File: src/rtl/csa_resolve_pipe.sv
// Resolves a carry-save (sum, carry, cin) triple via a pipelined Kogge-Stone prefix tree; latency LEVELS+2.
// Whole pipe stalls when out_valid & !out_ready (in_ready = !out_valid | out_ready); optional out_ovf under CSA_RESOLVE_OVF_EN.
module csa_resolve_pipe #(
  parameter int WIDTH = 32
) (
  input  logic             clk,
  input  logic             rst,
  input  logic [WIDTH-1:0] in_sum,
  input  logic [WIDTH-1:0] in_carry,
  input  logic             in_cin,
  input  logic             in_valid,
  output logic             in_ready,
  output logic [WIDTH-1:0] out_result,
  output logic             out_cout,
`ifdef CSA_RESOLVE_OVF_EN
  output logic             out_ovf,
`endif
  output logic             out_valid,
  input  logic             out_ready
);

  localparam int LEVELS = $clog2(WIDTH);

  logic             advance;
  logic [WIDTH-1:0] g_n  [0:LEVELS];
  logic [WIDTH-1:0] g_q  [0:LEVELS];
  logic [WIDTH-1:0] p_n  [0:LEVELS-1];
  logic [WIDTH-1:0] p_q  [0:LEVELS-1];
  logic [WIDTH-1:0] pb_q [0:LEVELS];
  logic [LEVELS:0]  cin_q;
  logic [LEVELS:0]  vld_q;
  logic [WIDTH-1:0] carry_vec;

  assign advance  = !out_valid || out_ready;
  assign in_ready = advance;

  // Level 0 folds cin into bit 0 generate; level k merges with span 2^(k-1).
  always_comb begin
    for (int k = 0; k <= LEVELS; k++) g_n[k] = '0;
    for (int k = 0; k < LEVELS; k++)  p_n[k] = '0;
    g_n[0]    = in_sum & in_carry;
    g_n[0][0] = (in_sum[0] & in_carry[0]) | ((in_sum[0] ^ in_carry[0]) & in_cin);
    p_n[0]    = in_sum ^ in_carry;
    for (int k = 1; k <= LEVELS; k++) begin
      for (int i = 0; i < WIDTH; i++) begin
        if (i >= (1 << (k - 1)))
          g_n[k][i] = g_q[k-1][i] | (p_q[k-1][i] & g_q[k-1][i - (1 << (k - 1))]);
        else
          g_n[k][i] = g_q[k-1][i];
      end
    end
    for (int k = 1; k < LEVELS; k++) begin
      for (int i = 0; i < WIDTH; i++) begin
        if (i >= (1 << (k - 1)))
          p_n[k][i] = p_q[k-1][i] & p_q[k-1][i - (1 << (k - 1))];
        else
          p_n[k][i] = p_q[k-1][i];
      end
    end
  end

  always_ff @(posedge clk) begin
    if (advance) begin
      for (int k = 0; k <= LEVELS; k++) g_q[k] <= g_n[k];
      for (int k = 0; k < LEVELS; k++)  p_q[k] <= p_n[k];
      pb_q[0]  <= p_n[0];
      for (int k = 1; k <= LEVELS; k++) pb_q[k] <= pb_q[k-1];
      cin_q    <= {cin_q[LEVELS-1:0], in_cin};
    end
  end

  always_ff @(posedge clk) begin
    if (rst)
      vld_q <= '0;
    else if (advance)
      vld_q <= {vld_q[LEVELS-1:0], in_valid};
  end

  // Carry into bit i is the full-prefix generate of bit i-1; cin enters bit 0.
  assign carry_vec = {g_q[LEVELS][WIDTH-2:0], cin_q[LEVELS]};

  always_ff @(posedge clk) begin
    if (rst) begin
      out_valid  <= 1'b0;
      out_result <= '0;
      out_cout   <= 1'b0;
`ifdef CSA_RESOLVE_OVF_EN
      out_ovf    <= 1'b0;
`endif
    end else if (advance) begin
      out_valid <= vld_q[LEVELS];
      if (vld_q[LEVELS]) begin
        out_result <= pb_q[LEVELS] ^ carry_vec;
        out_cout   <= g_q[LEVELS][WIDTH-1];
`ifdef CSA_RESOLVE_OVF_EN
        out_ovf    <= g_q[LEVELS][WIDTH-1] ^ g_q[LEVELS][WIDTH-2];
`endif
      end
    end
  end

endmodule

File: config.mk
export PLATFORM = sky130hd
export DESIGN_NAME = csa_resolve_pipe
export DESIGN_NICKNAME = d
export VERILOG_FILES = /design/src/rtl/csa_resolve_pipe.sv
export SDC_FILE = /design/constraint.sdc
export NUM_CORES = 1
export LEC_CHECK = 0
export ABC_AREA = 1
export CORE_ASPECT_RATIO = 1.1
export CORE_UTILIZATION = 55
export DETAILED_ROUTE_END_ITERATION = 10
export DONT_BUFFER_PORTS = 1
export GPL_TIMING_DRIVEN = 1
export PLACE_DENSITY = 0.69
export SYNTH_ARGS = -nofsm -noshare
export SYNTH_HDL_FRONTEND = slang
export SYNTH_SLANG_ARGS = --single-unit
File: constraint.sdc
create_clock -name clk -period 17.9 [get_ports clk]
set_clock_uncertainty 0.2 [all_clocks]
set_input_delay 0 -clock clk [delete_from_list [all_inputs] [get_ports clk]]
set_output_delay 0 -clock clk [all_outputs]
set_load 0.02 [all_outputs]
* Word level (Yosys, flattened, before mapping)
Memories as Yosys holds them, arrays and structs flattened. Index checks and enable logic that the tools add are counted.
Cells by class: $add $sub $neg 0, $mul 0, bitwise operators 378, muxes and demuxes 2, reductions and logical operators 3, shifts and indexed selects 0, order comparisons 0, divide/modulo/power cells 0, equality and inequality tests 0
Operator list (number):
- bitwise AND 1 bit | 244
- OR 1 bit | 130
- bitwise XOR 32 bit | 2
- bitwise AND 32 bit | 1
- two-way mux 1 bit | 2
- AND reduction 2 bit | 1
- zero test 1 bit | 1
- logical OR 1 bit | 1
- bitwise XOR 1 bit | 1
Word-level totals: word-level logic and storage cells 391, bits in latches 0, RAM bits 544, output and inout bits 35, ROM bits 0, memories 3, flip-flop bits (word level) 46
Memory list:
- g_q | words 6, bits a word 32, read ports 6, clocked after memory_dff 0, write ports 6, RTL line 26 | logic [WIDTH-1:0] g_q [0:LEVELS];
- pb_q | words 6, bits a word 32, read ports 6, clocked after memory_dff 0, write ports 6, RTL line 29 | logic [WIDTH-1:0] pb_q [0:LEVELS];
- p_q | words 5, bits a word 32, read ports 5, clocked after memory_dff 0, write ports 5, RTL line 28 | logic [WIDTH-1:0] p_q [0:LEVELS-1];

* Depth between registers and ports, before layout
Gate-level depths: netlist (run 1).
word-level depth 4, depth in mapped cells 8, gate-level depth less buffers 6

* Least setup slack after synthesis (run 1)
Ideal clock, no wire load.
path type flip-flop to flip-flop, from register out_valid, to register out_valid, library setup time 0.386 ns, required time 17.314 ns, data arrival time 6.429 ns, period minus slack after synthesis 7.015 ns, cell stages (with the launch flop) 4, path slack 10.885 ns, path through dfxtp_1 nand2_2 buf_2 a21oi_1
On the way: cells in the longest elaborated chain, start to end 2
Ends and longest elaborated chain:
- from (decl) | RTL line 18 | output logic out_valid,
- from (signal assigned) | RTL line 91 | out_valid <= vld_q[LEVELS];
- zero test 1 bit | RTL line 34 | assign advance = !out_valid || out_ready;
- logical OR 1 bit | RTL line 34
- net in_ready | RTL line 12 | output logic in_ready,
The timed path passes the listed nets, and every way through them passes these cells. A chain may end at the register's enable or synchronous reset.

==> results of run 1 <==
==> kinds of logic (layout without fill, tap and decap cells) <==
group	count (synthesis)	count (layout)
simple gates	501	501
buf+inv	258	456
compound gates	57	57
flops	528	528
fa+ha+maj	32	32
==> how the worst min path moves through the flow <==
stage | end | start | slack [ns]
global placement | out_valid$_SDFFE_PP0P_ | rst | -0.13
finish | p_q[0][7]$_DFFE_PP_ | in_carry[7] | 0.01
global route | g_q[0][26]$_DFFE_PP_ | in_carry[26] | 0.008
CTS | g_q[0][4]$_DFFE_PP_ | in_carry[4] | 0.0005
detailed placement | out_valid$_SDFFE_PP0P_ | rst | -0.13
floorplan | out_valid$_SDFFE_PP0P_ | rst | -0.13
==> final cells by class <==
| cell class | count | share of cell area [%] |
|---|---|---|
| sequential | 528 | 68.9 |
| multi-input combinational | 590 | 12.1 |
| clock buffer | 57 | 5.79 |
| timing repair buffer | 123 | 5.51 |
| inverter | 246 | 4.12 |
| tap | 438 | 2.44 |
| clock inverter | 30 | 1.10 |
==> stage by stage <==
step / hold slack (ns) / setup WS [ns] / total power (uW) / instance area, um2 / cells
3_5_place_dp: -0.127 / 14.26 / 1640 / 19700 / 1805
6_report: 0.0139 / 14.43 / 2640 / 22400 / 2012
5_1_grt: 0.00809 / 14.10 / 2730 / 22400 / 2012
4_1_cts: 0.000459 / 14.24 / 2660 / 22400 / 2012
2_1_floorplan: -0.131 / 10.88 / 1590 / 19200 / 1376
3_3_place_gp: -0.129 / 14.35 / 1640 / 19700 / 1805
==> worst reg2reg max path: cells and delay by family, from the launching register on <==
kind | cells | cell delay, ns
buf+inv | 2 | 1.77
flops | 1 | 0.42
simple gates | 1 | 0.63
==> flip-flops by register name (all words and copies together), names as in the netlist <==
| register | cells |
|---|---|
| cin_q | 6 |
| g_q | 192 |
| out_cout | 1 |
| out_result | 32 |
| out_valid | 1 |
| p_q | 131 |
| pb_q | 159 |
| vld_q | 6 |
==> placed cells by master, fill, tap and decap left out, types with 14 or more instances in the layout <==
master           n
ha_1            32
a21o_1          49
inv_1          246
edfxtp_1       488
clkbuf_16       51
clkinv_1        14
nor2_1         141
dlygate4sd3_1  120
dfxtp_1         40
nand2_1        357
==> power groups by stage <==
stage	Clock (uW)	Combinational [uW]	Sequential [uW]
2_1_floorplan	0	56.3	1540
3_3_place_gp	0	70.8	1560
5_1_grt	1070	114	1550
4_1_cts	1020	98.7	1540
3_5_place_dp	0	72.9	1570
6_report	999	99.1	1540
==> per-layer routing <==
metal | global-route usage, % | up-vias | wire [um]
li1 | - | 4836 | -
met1 | 22.6 | 4455 | 13100
met2 | 29.3 | 193 | 14600
met3 | 3.11 | 52 | 1470
met4 | 5.56 | 0 | 658
met5 | 0 | - | 0
==> repair_timing <==
item,CTS,global route
endpoints found under the hold margin,81,0
endpoints found under the setup margin,0,0
hold buffers,120,0
==> results.md, run 1 <==
- Root buffer cell: clkbuf_16
- Synth Area in Compound Gates: 2.13%
- Largest net degree at the start of global routing: 202
- Cell with the most instances after synthesis: edfxtp_1
- Clk buf depth: 3
- CP max stage cell: buf_4
- Main combinational cell family by area after synthesis: simple AND/OR/NAND/NOR gates
- Die area: 0.0356 mm2
- Logic pwr share: 3.8%
- Clk sinks: 528
- Largest area contributor in the netlist: edfxtp_1
- #FFs+latches synth: 528
- ANT cells: 0
- Crit path from: out_valid$_SDFFE_PP0P_
- CP endpoint: g_q[0][24]$_DFFE_PP_
- # rows: 71
- Worst hold path class: in -> reg
- Fmax: 288 MHz
- Clk_lat worst skew: 0.56 ns
- Synth area leaders: edfxtp_1, nand2_1, inv_1
- Async set-reset flop share out of synthesis: 0%
- Total of max-cap violations: 0
- Worst setup path class: reg -> reg
- Synth unique cells: 15
- Top FF cell, synth: edfxtp_1
- Fraction of synthesized area in multiplexers: 0%
- Final GP Congestion: 0.803
- Worst Tran Pin Value: 1.16 ns
- Post-route DRC: 6
- Synth Area in XOR/XNOR: 0%
- Util after Layout: 65.5%
- Part of the power in the clock network: 37.8%
- Top cell type's share of synthesized area: 76.5%
- Routed Antenna Nets: 0
- Stages on worst setup path: 3
- WHS Path Cells: 2
- TritonRoute pass-1 iters: 10
- Core area: 0.0342 mm2
- Vias in the first global route: 9266
- Area grow syn2layout: 17.0%
- Initial core utilization: 56.0%
- Worst Setup End Kind: flop
- Inserted Clock Buffers: 50
- RSZ-0062 raised after global routing: no
- Internal power: 2100 uW
- WP data required: 17.88 ns
- H-tree depth: 2
- Clock slew at reported path FFs: 0.06 ns
- Via count of the routed design: 9536
- Final net count: 1640
- Endpoints failing setup: 0
- Worst flop-to-flop path startpoint: out_valid$_SDFFE_PP0P_
- Fin. Hold Viols: 0
- Number of port buffers: 0
- Grt ovf: 0
- FF-to-FF path depth: 3
- Post-Synth Simple-Gate Area: 9.85%
- CP peak stage delay: 0.98 ns
- Violated checks: design-rule violations
- NetSw: 535 uW
- Routed WL per cell: 14.8 um
- Violation count after the first detailed-route iteration: 671
- Setup crit start kind: flop
- Syn Area/Cell: 13.9 um2
- Top cells by count, synth: edfxtp_1, nand2_1, inv_1
- Crit Reg-Reg Endpoint: g_q[0][24]$_DFFE_PP_
- CP Buf/Inv Count: 2
- Initial antenna violation count: 0
- Fin crit share: 19.4%
- Syn Nets: 1477
- Outcome: finished, violations left
- Sequential area share after synthesis: 80.7%
- DRT Wirelength: 29800 um
- First-pass GRT wire length: 47400 um
- Total GRT Usage: 17.2%
- Post-cts resize count: 0
- Reg2Reg Setup Slack: 14.43 ns
- Final max-slew violation count: 0
- Post CTS Setup Buffer Count: 0
- Width of the chip: 180 um
- Die span in y: 198 um
- Register area: 0.0155 mm2
- Sw Share: 20.3%
- Multi-input logic area: 0.00271 mm2
- Fill count: 2387
- Post-DR vias/cell: 4.74
- Hpwl dp: 18300 um
- CTS tree: built
- Pleak: 0.0104 uW
- Syn Inst Count: 1376
- Crit path DAT: 3.45 ns
- Adder-cell area share of the yosys netlist: 2.09%
- Ys Warns: 0
- Max IR drop VDD: 0.0882 mV
- Io pins: 104
- Seq pwr share: 58.4%
- CP cell instances: nand2_8 > buf_12 > buf_4
- CP top delay family: buffers and inverters
- Post-synth EDFFs: 488
- Crit-path max FO: 201
- TNS Setup: 0 ns
- Worst relative slew slack: 22.4%
- Layout cells sized above 1: 4.57%
- Mapped Area: 0.0192 mm2
- Min cycle time layout: 3.47 ns
- Pwr per Cell Area: 118 mW/mm2
No activity file was read; power rests on OpenSTA's default activity.
==> run 2: changes to the inputs <==
- clock period: 17.9 -> 3.3 ns (I/O delays scaled with it)
==> results.md, run 2 (synthesis gave the netlist of run 1 again) <==
- Outcome: finished, violations left
- Violated checks: design-rule violations
- Clk buf depth: 3 (unchanged)
- WP data required: 3.53 ns (-14.35 ns)
- CTS tree: built
- Min cycle time layout: 2.65 ns (-0.824 ns)
- Total GRT Usage: 16.8% (-0.40 points)
- Final setup margin: 0.651 ns (-13.78 ns)
- Via count of the routed design: 9489 (-0.49%)
- Leading registers by flop count: g_q (192), pb_q (159), p_q (131)
- WHS Path Cells: 2 (unchanged)
- Routed Antenna Nets: 0 (unchanged)
- Grt ovf: 0 (unchanged)
- Clock slew at reported path FFs: 0.06 ns (about the same)
- Post-route DRC: 7 (+1)
- Io pins: 104 (unchanged)
- Violation count after the first detailed-route iteration: 610 (-9.1%)
- Die span in y: 198 um (unchanged)
- H-tree depth: 2 (unchanged)
- Min-delay src: in_carry[7]
- Clk sinks: 528 (unchanged)
- Final net count: 1649 (+0.55%)
- Layout cells sized above 1: 4.61% (+0.034 points)
- Most frequent cells in the layout: edfxtp_1, nand2_1, inv_1
- Pleak: 0.0104 uW (+0.68%)
- # rows: 71 (unchanged)
- Final GP Congestion: 0.772 (-3.8%)
- Crit path DAT: 2.88 ns (-0.57 ns)
- TNS Setup: 0 ns (unchanged)
- RSZ-0062 raised after global routing: no
- Clk_lat worst skew: 0.56 ns (about the same)
- Final max-slew violation count: 0 (unchanged)
- Post CTS Setup Buffer Count: 0 (unchanged)
- FF-to-FF path depth: 4 (+1)
- Pwr per Cell Area: 640 mW/mm2 (+440%)
- Die area: 0.0356 mm2 (unchanged)
- Post-cts resize count: 0 (unchanged)
- Total of max-cap violations: 0 (unchanged)
- Number of port buffers: 0 (unchanged)
- Fill count: 2339 (-2.0%)
- Inserted Clock Buffers: 50 (unchanged)
- DP Worst Slack: 1.11 ns (-13.15 ns)
- Worst relative slew slack: 24.6% (+2.2 points)
- ANT cells: 0 (unchanged)
- Root buffer cell: clkbuf_16
- Hpwl dp: 18200 um (-0.65%)
- Worst setup path class: reg -> reg
- Crit-path max FO: 65 (-68%)
- Crit Reg-Reg Endpoint: out_valid$_SDFFE_PP0P_
- Setup crit start kind: flop
- Worst Tran Pin Value: 1.13 ns (-0.0326 ns)
- Initial core utilization: 56.0% (unchanged)
- Post-DR vias/cell: 4.69 (-0.98%)
- Largest register FFs: 192 (unchanged)
- Worst Hold Endpoint: g_q[0][7]$_DFFE_PP_
- Initial antenna violation count: 0 (unchanged)
- Width of the chip: 180 um (unchanged)
- Area grow syn2layout: 17.9%
- Fin. Hold Viols: 0 (unchanged)
- First-pass GRT wire length: 46300 um (-2.2%)
- Vias in the first global route: 9180 (-0.93%)
- Fin crit share: 80.3% (+61 points)
- Largest register by flop count: g_q
- Largest net degree at the start of global routing: 188 (-6.9%)
- Reg2Reg Setup Slack: 0.65 ns (-13.78 ns)
- TritonRoute pass-1 iters: 8 (-2)
- Worst hold path class: in -> reg
- Fmax: 377 MHz (+31%)
- DRT Wirelength: 29300 um (-1.9%)
- Max IR drop VDD: 0.443 mV (+400%)
- Worst flop-to-flop path startpoint: out_valid$_SDFFE_PP0P_
- Endpoints failing setup: 0 (unchanged)
- Leading cell type in the layout, fill and taps excluded: edfxtp_1
- Routed WL per cell: 14.5 um (-2.3%)
- Worst Setup End Kind: flop
- Core area: 0.0342 mm2 (unchanged)
[run 2: cell types whose count changed in the layout (fill, tap and decap cells not counted), moves of 2 or more]
cell	before	now
dlygate4sd3_1	120	128
clkbuf_16	51	53
inv_6	2	0
clkinv_2	8	5
[run 2: critical path: stages (launching register included)]
cell and delay, ns:
dfxtp_1 0.54, nand2_8 0.19, nand2_2 0.83, a21oi_1 0.15, dlygate4sd3_1 0.61
[run 2: metrics by stage]
stage	cell area, um2	hold slack, ns	util [%]	total power, uW	cells
2_1_floorplan	19200	-0.131	-	8640	1376
5_1_grt	22600	0.0182	66.0	15000	2022
4_1_cts	22600	0.000469	66.0	14600	2022
3_5_place_dp	19700	-0.128	57.6	8900	1806
6_report	22600	0.0244	66.0	14500	2022
3_3_place_gp	19700	-0.129	57.6	8870	1806
[run 2: per-layer routing]
metal  GRT usage (%)  share of wire (%)  vias to the layer above
met2            28.6                 49                      188
met3            3.59                4.6                       58
met1            21.4                 44                     4379
li1                -                  -                     4864
met5               0                  0                        -
met4            6.07                2.6                        0
[run 2: power breakdown]
| part | leakage [uW] | total [uW] | internal (uW) | switching, uW |
|---|---|---|---|---|
| Sequential | 0.00573 | 8360 | 8010 | 354 |
| Clock | 0.000778 | 5550 | 3280 | 2260 |
| Combinational | 0.00394 | 545 | 296 | 249 |
[run 2: layout make-up]
| type | count | area [um2] | area share [%] |
|---|---|---|---|
| Multi-Input combinational cell | 590 | 2710 | 12.0 |
| Tap cell | 438 | 548 | 2.43 |
| Inverter | 246 | 923 | 4.09 |
| Clock buffer | 59 | 1350 | 5.97 |
| Timing Repair Buffer | 132 | 1340 | 5.92 |
| Sequential cell | 528 | 15500 | 68.4 |
| Clock inverter | 29 | 260 | 1.15 |
[run 2: worst max path at each step]
stage                                start                          end  slack (ns)
CTS                 out_valid$_SDFFE_PP0P_       out_valid$_SDFFE_PP0P_        0.67
detailed placement  out_valid$_SDFFE_PP0P_  out_result[24]$_SDFFE_PP0P_        1.11
global route        out_valid$_SDFFE_PP0P_       out_valid$_SDFFE_PP0P_        0.41
floorplan           out_valid$_SDFFE_PP0P_           cin_q[0]$_DFFE_PP_        0.09
finish              out_valid$_SDFFE_PP0P_       out_valid$_SDFFE_PP0P_        0.65
global placement    out_valid$_SDFFE_PP0P_   out_result[3]$_SDFFE_PP0P_        1.21
[run 2: what timing repair did]
| action | in CTS | in global routing |
|---|---|---|
| hold buffers | 128 | 0 |
| hold endpoints to repair | 112 | 0 |
| setup endpoints to repair | 0 | 0 |
